[src/rtl/rv32_isa_pkg.sv]
// RV32 ISA constants and request/word types shared by the instruction encoder.
package rv32_isa_pkg;

  localparam logic [6:0] OP_R     = 7'b0110011;
  localparam logic [6:0] OP_IMM   = 7'b0010011;
  localparam logic [6:0] OP_LOAD  = 7'b0000011;
  localparam logic [6:0] OP_STORE = 7'b0100011;
  localparam logic [6:0] OP_LUI   = 7'b0110111;

  localparam logic [6:0] F7_BASE   = 7'b0000000;
  localparam logic [6:0] F7_ALT    = 7'b0100000;
  localparam logic [6:0] F7_MULDIV = 7'b0000001;

  // ADDI x0, x0, 0
  localparam logic [31:0] NOP_WORD = 32'h00000013;

  typedef enum logic [2:0] {
    CLS_R     = 3'd0,
    CLS_IALU  = 3'd1,
    CLS_LOAD  = 3'd2,
    CLS_STORE = 3'd3,
    CLS_LUI   = 3'd4
  } instr_class_e;

  typedef struct packed {
    instr_class_e cls;
    logic [2:0]   funct3;
    logic [6:0]   funct7;
    logic [4:0]   rd;
    logic [4:0]   rs1;
    logic [4:0]   rs2;
    logic [19:0]  imm;
  } enc_req_t;

  typedef struct packed {
    logic        illegal;
    logic [31:0] instr;
  } enc_word_t;

endpackage

[src/rtl/rv32_enc_fifo.sv]
// Small synchronous FIFO with count-based full/empty. Head data reads as
// zero while empty so downstream sees a clean idle bus.
module rv32_enc_fifo #(
  parameter int DEPTH = 2,
  parameter int W     = 33
) (
  input  logic         clk,
  input  logic         rst,
  input  logic         i_push,
  input  logic [W-1:0] i_data,
  input  logic         i_pop,
  output logic [W-1:0] o_data,
  output logic         o_full,
  output logic         o_empty
);

  localparam int PW = (DEPTH > 1) ? $clog2(DEPTH) : 1;
  localparam int CW = $clog2(DEPTH + 1);
  localparam logic [CW-1:0] FULL_CNT = CW'(DEPTH);

  logic [W-1:0]  r_mem [DEPTH];
  logic [PW-1:0] r_wr_ptr;
  logic [PW-1:0] r_rd_ptr;
  logic [CW-1:0] r_count;
  logic          w_do_push;
  logic          w_do_pop;

  assign o_full    = (r_count == FULL_CNT);
  assign o_empty   = (r_count == '0);
  assign w_do_push = i_push && !o_full;
  assign w_do_pop  = i_pop && !o_empty;
  assign o_data    = o_empty ? '0 : r_mem[r_rd_ptr];

  // Storage array: data only, never reset.
  always_ff @(posedge clk) begin
    if (w_do_push) r_mem[r_wr_ptr] <= i_data;
  end

  // Pointers and occupancy; pointers wrap naturally since DEPTH is a power of two.
  always_ff @(posedge clk) begin
    if (rst) begin
      r_wr_ptr <= '0;
      r_rd_ptr <= '0;
      r_count  <= '0;
    end else begin
      if (w_do_push) r_wr_ptr <= r_wr_ptr + 1'b1;
      if (w_do_pop)  r_rd_ptr <= r_rd_ptr + 1'b1;
      case ({w_do_push, w_do_pop})
        2'b10:   r_count <= r_count + 1'b1;
        2'b01:   r_count <= r_count - 1'b1;
        default: r_count <= r_count;
      endcase
    end
  end

endmodule

[src/rtl/rv32_instr_encoder.sv]
// Streaming RV32 instruction encoder: field bundle in, legal 32-bit word out
// through a small buffer. Illegal bundles become a flagged, counted NOP.
// Build option: define RV32M_ENCODE_EN to accept R-class funct7=0000001 (M ext).
module rv32_instr_encoder
  import rv32_isa_pkg::*;
#(
  parameter int DEPTH = 2,
  parameter int CNT_W = 16
) (
  input  logic             clk,
  input  logic             rst,
  input  logic             in_valid,
  output logic             in_ready,
  input  logic [2:0]       in_class,
  input  logic [2:0]       in_funct3,
  input  logic [6:0]       in_funct7,
  input  logic [4:0]       in_rd,
  input  logic [4:0]       in_rs1,
  input  logic [4:0]       in_rs2,
  input  logic [19:0]      in_imm,
  output logic             out_valid,
  input  logic             out_ready,
  output logic [31:0]      out_instr,
  output logic             out_illegal,
  output logic [CNT_W-1:0] illegal_cnt
);

  enc_req_t         w_req;
  enc_word_t        w_word;
  enc_word_t        w_head;
  logic [31:0]      w_raw;
  logic             w_legal;
  logic             w_push;
  logic             w_pop;
  logic             w_full;
  logic             w_empty;
  logic [CNT_W-1:0] r_illegal_cnt;

  // Pack the input ports into a request bundle.
  always_comb begin
    w_req.cls    = instr_class_e'(in_class);
    w_req.funct3 = in_funct3;
    w_req.funct7 = in_funct7;
    w_req.rd     = in_rd;
    w_req.rs1    = in_rs1;
    w_req.rs2    = in_rs2;
    w_req.imm    = in_imm;
  end

  // Encode the bundle and judge its legality; reserved classes fall to default.
  always_comb begin
    w_raw   = '0;
    w_legal = 1'b0;
    case (w_req.cls)
      CLS_R: begin
        w_raw = {w_req.funct7, w_req.rs2, w_req.rs1, w_req.funct3, w_req.rd, OP_R};
        if (w_req.funct7 == F7_BASE)
          w_legal = 1'b1;
        else if (w_req.funct7 == F7_ALT)
          w_legal = (w_req.funct3 == 3'b000) || (w_req.funct3 == 3'b101);
`ifdef RV32M_ENCODE_EN
        else if (w_req.funct7 == F7_MULDIV)
          w_legal = 1'b1;
`endif
        else
          w_legal = 1'b0;
      end
      CLS_IALU: begin
        w_raw = {w_req.imm[11:0], w_req.rs1, w_req.funct3, w_req.rd, OP_IMM};
        // Shift-immediates reuse imm[11:5] as a funct7 selector.
        if (w_req.funct3 == 3'b001)
          w_legal = (w_req.imm[11:5] == F7_BASE);
        else if (w_req.funct3 == 3'b101)
          w_legal = (w_req.imm[11:5] == F7_BASE) || (w_req.imm[11:5] == F7_ALT);
        else
          w_legal = 1'b1;
      end
      CLS_LOAD: begin
        w_raw = {w_req.imm[11:0], w_req.rs1, w_req.funct3, w_req.rd, OP_LOAD};
        w_legal = (w_req.funct3 != 3'b011) && (w_req.funct3 != 3'b110) &&
                  (w_req.funct3 != 3'b111);
      end
      CLS_STORE: begin
        w_raw = {w_req.imm[11:5], w_req.rs2, w_req.rs1, w_req.funct3,
                 w_req.imm[4:0], OP_STORE};
        w_legal = (w_req.funct3 == 3'b000) || (w_req.funct3 == 3'b001) ||
                  (w_req.funct3 == 3'b010);
      end
      CLS_LUI: begin
        w_raw   = {w_req.imm, w_req.rd, OP_LUI};
        w_legal = 1'b1;
      end
      default: begin
        w_raw   = '0;
        w_legal = 1'b0;
      end
    endcase
    w_word.illegal = !w_legal;
    w_word.instr   = w_legal ? w_raw : NOP_WORD;
  end

  assign w_push = in_valid && in_ready;
  assign w_pop  = out_valid && out_ready;

  rv32_enc_fifo #(
    .DEPTH (DEPTH),
    .W     ($bits(enc_word_t))
  ) u_fifo (
    .clk     (clk),
    .rst     (rst),
    .i_push  (w_push),
    .i_data  (w_word),
    .i_pop   (w_pop),
    .o_data  (w_head),
    .o_full  (w_full),
    .o_empty (w_empty)
  );

  assign in_ready    = !w_full;
  assign out_valid   = !w_empty;
  assign out_instr   = w_head.instr;
  assign out_illegal = w_head.illegal;
  assign illegal_cnt = r_illegal_cnt;

  // Saturating count of accepted illegal requests.
  always_ff @(posedge clk) begin
    if (rst)
      r_illegal_cnt <= '0;
    else if (w_push && w_word.illegal && (r_illegal_cnt != '1))
      r_illegal_cnt <= r_illegal_cnt + 1'b1;
  end

endmodule

[config.mk]
export PLATFORM = sky130hd
export DESIGN_NAME = rv32_instr_encoder
export DESIGN_NICKNAME = d
export VERILOG_FILES = /design/src/rtl/rv32_isa_pkg.sv /design/src/rtl/rv32_enc_fifo.sv /design/src/rtl/rv32_instr_encoder.sv
export SDC_FILE = /design/constraint.sdc
export NUM_CORES = 1
export LEC_CHECK = 0
export ABC_CLOCK_PERIOD_IN_PS = 2550
export CORE_MARGIN = 3
export CORE_UTILIZATION = 45
export DETAILED_ROUTE_END_ITERATION = 6
export PLACE_DENSITY = 0.88
export SYNTH_ARGS = -nofsm -noshare
export SYNTH_HDL_FRONTEND = slang
export SYNTH_SLANG_ARGS = --single-unit
[constraint.sdc]
create_clock -name clk -period 2.55 [get_ports clk]
set_input_delay 0.3825 -clock clk [delete_from_list [all_inputs] [get_ports clk]]
set_output_delay 0.3825 -clock clk [all_outputs]
set_load 0.05 [all_outputs]
# ---- After elaboration in Yosys (flattened, before gate mapping)
# Memory sizes are Yosys's and may differ from the RTL's. A register that Yosys moved wholly into a read port is not among the register bits.
# Index checks and enable logic that the tools add are counted.
# W data, S select, Z words.
dict set report op_classes {
  addsub 5
  eq_ne 16
  muxes 13
  n_reduce_logical 21
}
# op count
set ops {}
lappend ops {{$pmux W32 S5} 1}
lappend ops {{$mux W33} 1}
lappend ops {{$mux W32} 1}
lappend ops {{$add A16 B1 Y16 const B} 1}
lappend ops {{$ne A16 B16 Y1 const B} 1}
lappend ops {{$eq A7 B6 Y1 const B} 2}
lappend ops {{$logic_not A7 Y1} 2}
lappend ops {{$eq A3 B2 Y1 const B} 3}
lappend ops {{$logic_and A1 B1 Y1} 8}
lappend ops {{$mux W1} 8}
lappend ops {{$eq A3 B1 Y1 const B} 2}
lappend ops {{$eq A3 B3 Y1 const B} 2}
lappend ops {{$logic_not A3 Y1} 2}
lappend ops {{$ne A3 B3 Y1 const B} 2}
lappend ops {{$pmux W1 S5} 1}
lappend ops {{$eq A2 B2 Y1 const B} 2}
lappend ops {{$logic_or A1 B1 Y1} 4}
lappend ops {{$pmux W2 S2} 1}
lappend ops {{$logic_not A1 Y1} 3}
lappend ops {{$ne A3 B2 Y1 const B} 1}
lappend ops {{$add A1 B1 Y1 const B} 2}
lappend ops {{$add A2 B1 Y2 const B} 1}
lappend ops {{$eq A2 B1 Y1 const B} 1}
lappend ops {{$logic_not A2 Y1} 1}
lappend ops {{other kinds (2)} 2}
dict set report totals {
  reg_bits 20
  ramBits 66
  inputBits 52
  out_inout_bits 51
  elab_cells 60
  mem_count 1
}
# memory words width rd rd_ports_with_merged_regs wr line_no
set memory_table {}
lappend memory_table {u_fifo.r_mem 2 33 1 1 1 rv32_enc_fifo.sv:21} ;# logic [W-1:0] r_mem [DEPTH];

# ---- Longest topological paths before layout
dict set report depth {
  ltp_word 8
  mapped_depth 8
  depth_no_buf 6
}

# ---- Hierarchy
# A second synthesis with hierarchy kept.
dict set report unflattened {
  hier_cells 393
  area_unflattened_um2 4235.3
}
# module n_inst cells_each area_per_inst_um2 seq_area_each_um2
set modules_own_cells {}
lappend modules_own_cells {rv32_enc_fifo 1 166 2693.8 2082.0}
lappend modules_own_cells {rv32_instr_encoder 1 227 1541.5 320.3}

# ---- Worst setup path after synthesis
# Ideal clock, no wire load.
dict set report synth_path {
  kind {reg2reg}
  from {reg u_fifo.r_count[0]}
  to {mem u_fifo.r_mem[0][10] (enable)}
  setup_ns 0.417
  t_arrival_ns 2.418
  required_time_ns 2.133
  setup_slack_ns -0.285
  stages_incl_launch_ff 4
  path_buffers 0
  period_less_slack_ns 2.835
  path_cell_list {dfxtp_1 -> nand2b_1 -> nand2_1 -> nor2_1}
}
dict set report synth_between {
  elab_chain_cells 6
}
# item line_no
set synth_rtl {}
lappend synth_rtl {{start, declared} rv32_enc_fifo.sv:24} ;# logic [CW-1:0] r_count;
lappend synth_rtl {{start signal, assigned} rv32_enc_fifo.sv:49} ;# 2'b10: r_count <= r_count + 1'b1;
lappend synth_rtl {{start signal, assigned} rv32_enc_fifo.sv:50} ;# 2'b01: r_count <= r_count - 1'b1;
lappend synth_rtl {{start signal, assigned} rv32_enc_fifo.sv:51} ;# default: r_count <= r_count;
lappend synth_rtl {{$eq A2 B2 Y1 (*)} rv32_enc_fifo.sv:28} ;# assign o_full = (r_count == FULL_CNT);
lappend synth_rtl {{$logic_not A1 Y1 (*)} rv32_instr_encoder.sv:119} ;# assign in_ready = !w_full;
lappend synth_rtl {{named net in_ready} rv32_instr_encoder.sv:13} ;# output logic in_ready,
lappend synth_rtl {{$logic_and A1 B1 Y1} rv32_instr_encoder.sv:102} ;# assign w_push = in_valid && in_ready;
lappend synth_rtl {{$logic_and A1 B1 Y1 (*)} rv32_enc_fifo.sv:30} ;# assign w_do_push = i_push && !o_full;
lappend synth_rtl {{$mux W1 (*)} rv32_enc_fifo.sv:36} ;# if (w_do_push) r_mem[r_wr_ptr] <= i_data;
lappend synth_rtl {{$mux W1 (not written as such) (*)} rv32_enc_fifo.sv:36}
lappend synth_rtl {{end, declared} rv32_enc_fifo.sv:21}
# The timed path passes the listed nets; every way through them passes the cells marked *.

# ---- Final worst setup path
dict set report layout_path {
  from {in in_class[2]}
  to {reg r_illegal_cnt[11], in the netlist illegal_cnt[11]}
}
dict set report layout_between {
  elab_chain_cells 5
  elab_cells_between_ends 9
  cone_classes {4 x eq/ne; 1 x mux; 4 x reduce/logical}
}
# item line_no
set layout_rtl {}
lappend layout_rtl {{start, declared} rv32_instr_encoder.sv:14} ;# input logic [2:0] in_class,
lappend layout_rtl {{$eq A3 B3 Y1, or another cell as far along} rv32_instr_encoder.sv:54} ;# case (w_req.cls)
lappend layout_rtl {{$pmux W1 S5 (*)} rv32_instr_encoder.sv:54}
lappend layout_rtl {{$logic_not A1 Y1 (*)} rv32_instr_encoder.sv:98} ;# w_word.illegal = !w_legal;
lappend layout_rtl {{$logic_and A1 B1 Y1 (*) (2 in series)} rv32_instr_encoder.sv:129} ;# else if (w_push && w_word.illegal && (r_illegal_cnt != '1))
lappend layout_rtl {{end signal, assigned} rv32_instr_encoder.sv:130} ;# r_illegal_cnt <= r_illegal_cnt + 1'b1;
lappend layout_rtl {{end, declared} rv32_instr_encoder.sv:37} ;# logic [CNT_W-1:0] r_illegal_cnt;
# Every way passes the cells marked *; elsewhere a longest branch is shown, timed or not.
# A chain may end at the register's enable or synchronous reset.

==> results by group <==
Yosys
  • Syn Area/Cell: 10.7 µm²
  • Synth Instances: 382
  • Synth top area cells: edfxtp_1, dfxtp_1, mux2i_1
  • Asr flop ratio synth: 0
  • Yosys Warn Count: 0
  • Synth cell types: 46
  • Post-synth EDFFs: 60
  • Main synth FF type: edfxtp_1
  • Top-count cell post-synth: nor2_1
  • Seq/Total Area, Yosys: 0.544
  • Cell taking the most area after synthesis: edfxtp_1
  • Post-Synthesis Cell Area: 4090 µm²
  • Synthesized flop and latch total: 81
  • Synth cell count leaders: nor2_1, edfxtp_1, mux2i_1
  • Area share of the largest cell type after synthesis: 0.441

Clocking
  • CTS H-tree depth: 3
  • Post-CTS setup buffers: 0
  • CTS tree: built
  • CTS Hold Bufs: 0
  • CTS max path bufs: 2
  • Clock Sinks: 81
  • Worst-skew pair later-pin latency: 350 ps
  • Num CTS Buffers: 9
  • Root Buffer: clkbuf_8
  • CTS resizes: 0
  • Clock Pin Slew Worst Setup and Hold Paths: 80 ps

Detailed routing
  • Drt drc: 0
  • Post-DRT Antenna Nets: 0
  • Total wire length: 10300 µm
  • DRT iter0 DRCs: 199
  • Via/cell ratio: 5.41
  • DR pass1 iterations: 5
  • Number of vias in the routed layout: 3313
  • DR WL/cell: 16.8 µm

Floorplanning
  • Top-level port count: 103
  • Die W: 101 µm
  • Row count: 34
  • Die area: 10300 µm²
  • Core Footprint: 8760 µm²
  • Starting Density: 0.466
  • Die Ht: 101 µm

Worst hold path
  • Hold WC Path Type: flop to flop

Worst setup path
  • Largest fanout on the critical path: 9
  • Crit. End Element: flop
  • Req. time, crit path: 2780 ps
  • Critical setup path kind: input pin to flop
  • Setup crit start kind: input pin
  • Arrival time at the worst endpoint: 2540 ps

STA
  • Final hold vios: 0
  • Final worst-path cycle share: 0.906
  • Final min period: 2310 ps
  • Final setup vio count: 0
  • Pins over their slew limit: 0
  • Worst Skew: 14.3 ps
  • Unrepaired setup endpoints after global routing: no
  • Slew @ Worst Pin: 563 ps
  • Fin Setup TNS: 0 ps
  • Fmax achieved: 0.433 GHz
  • Max transition margin: 0.623

GRT
  • First-pass GRT wire length: 16400 µm
  • Largest net degree at the start of global routing: 31
  • Initial antenna violation count: 0
  • Tot GR Track Use: 0.207
  • Congestion Overflow GR: 0
  • Number of global-route vias before repair: 3263

Cells and area
  • Multi-input gate area: 1720 µm²
  • Finished Core Util: 0.622
  • Fill count: 666
  • Antenna Cells: 0
  • Flip-flop and latch area: 2220 µm²
  • Net count, final: 553
  • Area grow syn2layout: 33.4%
  • Share of cells above drive strength 1: 0.187

Power
  • Maximum vdd ir drop: 0.441 mV
  • Total power: 5.00 mW
  • Pwr dens: 918 nW/µm²
  • Pleak: 2.01 nW

Outcome
  • Outcome: complete, no violations

Run
  • Max-Cap Viols: 0

Placement
  • Hpwl dp: 7630 µm
  • Port Buf Inserts: 100
  • GPL Wtd Cong: 0.871
==> cells by family after synthesis <==
logic type | Yosys count | share of synthesized area
adder cells (fa/ha/maj) | 2 | 0.00612
multiplexers | 38 | 0.0940
flip-flops | 81 | 0.544
AO/OA/AOI/OAI | 49 | 0.0882
AND/OR/NAND/NOR | 166 | 0.195
buffers and inverters | 29 | 0.0386
XOR/XNOR | 15 | 0.0322
other | 2 | 0.00184
==> path summary, 6_finish.rpt <==
kind,start,end,slack [ps],cells past startpoint
min reg2reg,u_fifo.r_rd_ptr,flop,520,2
max,in_class[2],illegal_cnt[11],240,8
min,u_fifo.r_rd_ptr,flop,520,2
max reg2reg,illegal_cnt[2],illegal_cnt[11],500,6
==> cell type report <==
type | instances | area share
Clock buffer | 9 | 0.0227
Clock inverter | 7 | 0.0129
Inverter | 4 | 0.00275
Multi-Input combinational cell | 274 | 0.315
Sequential cell | 81 | 0.408
Tap cell | 108 | 0.0248
Timing Repair Buffer | 129 | 0.214
==> metrics by stage <==
stage | setup WS [ps] | instance area (µm²) | cells | hold WS, ps
after floorplan | 146 | 4100 | 384 | 472
after global routing | 141 | 5450 | 612 | 569
after global placement | 8.76 | 5260 | 596 | 495
final | 241 | 5450 | 612 | 521
after detailed placement | -104 | 5260 | 596 | 500
after CTS | 272 | 5450 | 612 | 522
==> placed cells by master (no fill, tap or decap), types with 3 or more instances in the layout <==
cell	synthesis	final
clkdlybuf4s50_1	0	69
mux2i_1	35	35
dfxtp_1	21	20
nand2_1	25	25
nand2b_1	4	4
nor4_1	4	4
a21oi_1	24	24
mux2_1	3	3
a22oi_1	5	5
nor3_1	7	7
a31oi_1	7	7
edfxtp_1	60	60
nor2_1	88	86
xnor2_1	11	11
a31o_2	3	3
and3_1	3	3
xor2_1	4	4
inv_1	4	4
nand4_1	5	5
o21ai_0	3	3
clkbuf_8	1	9
buf_4	4	58
conb_1	2	4
nand3_1	7	7
nor2b_1	11	11
==> flip-flops by register name (all words and copies together), names as in the netlist, named ones only <==
register         flops
illegal_cnt         16
u_fifo.r_count       2
u_fifo.r_mem        60
u_fifo.r_rd_ptr      1
u_fifo.r_wr_ptr      1
==> metal layers <==
metal | vias up | track usage | wire length, µm
li1 | 1577 | - | -
met1 | 1562 | 0.272 | 4240
met2 | 154 | 0.341 | 5070
met3 | 20 | 0.0358 | 764
met4 | 0 | 0.0808 | 202
met5 | - | 0 | 0
==> where the power goes <==
group / total, mW / leakage, nW / switching, mW / internal [mW]
registers: 1.75 / 0.746 / 0.0957 / 1.65
logic: 2.33 / 1.17 / 1.56 / 0.773
clock network: 0.924 / 0.0955 / 0.472 / 0.451
==> worst max-delay path, stage by stage <==
cell,delay (ps)
clkdlybuf4s50_1,620
nor4_1,360
nand3_1,170
o22ai_2,260
buf_4,240
nor2_8,60
nand4_1,110
mux2_1,330
(Power assumes the default switching activity.)
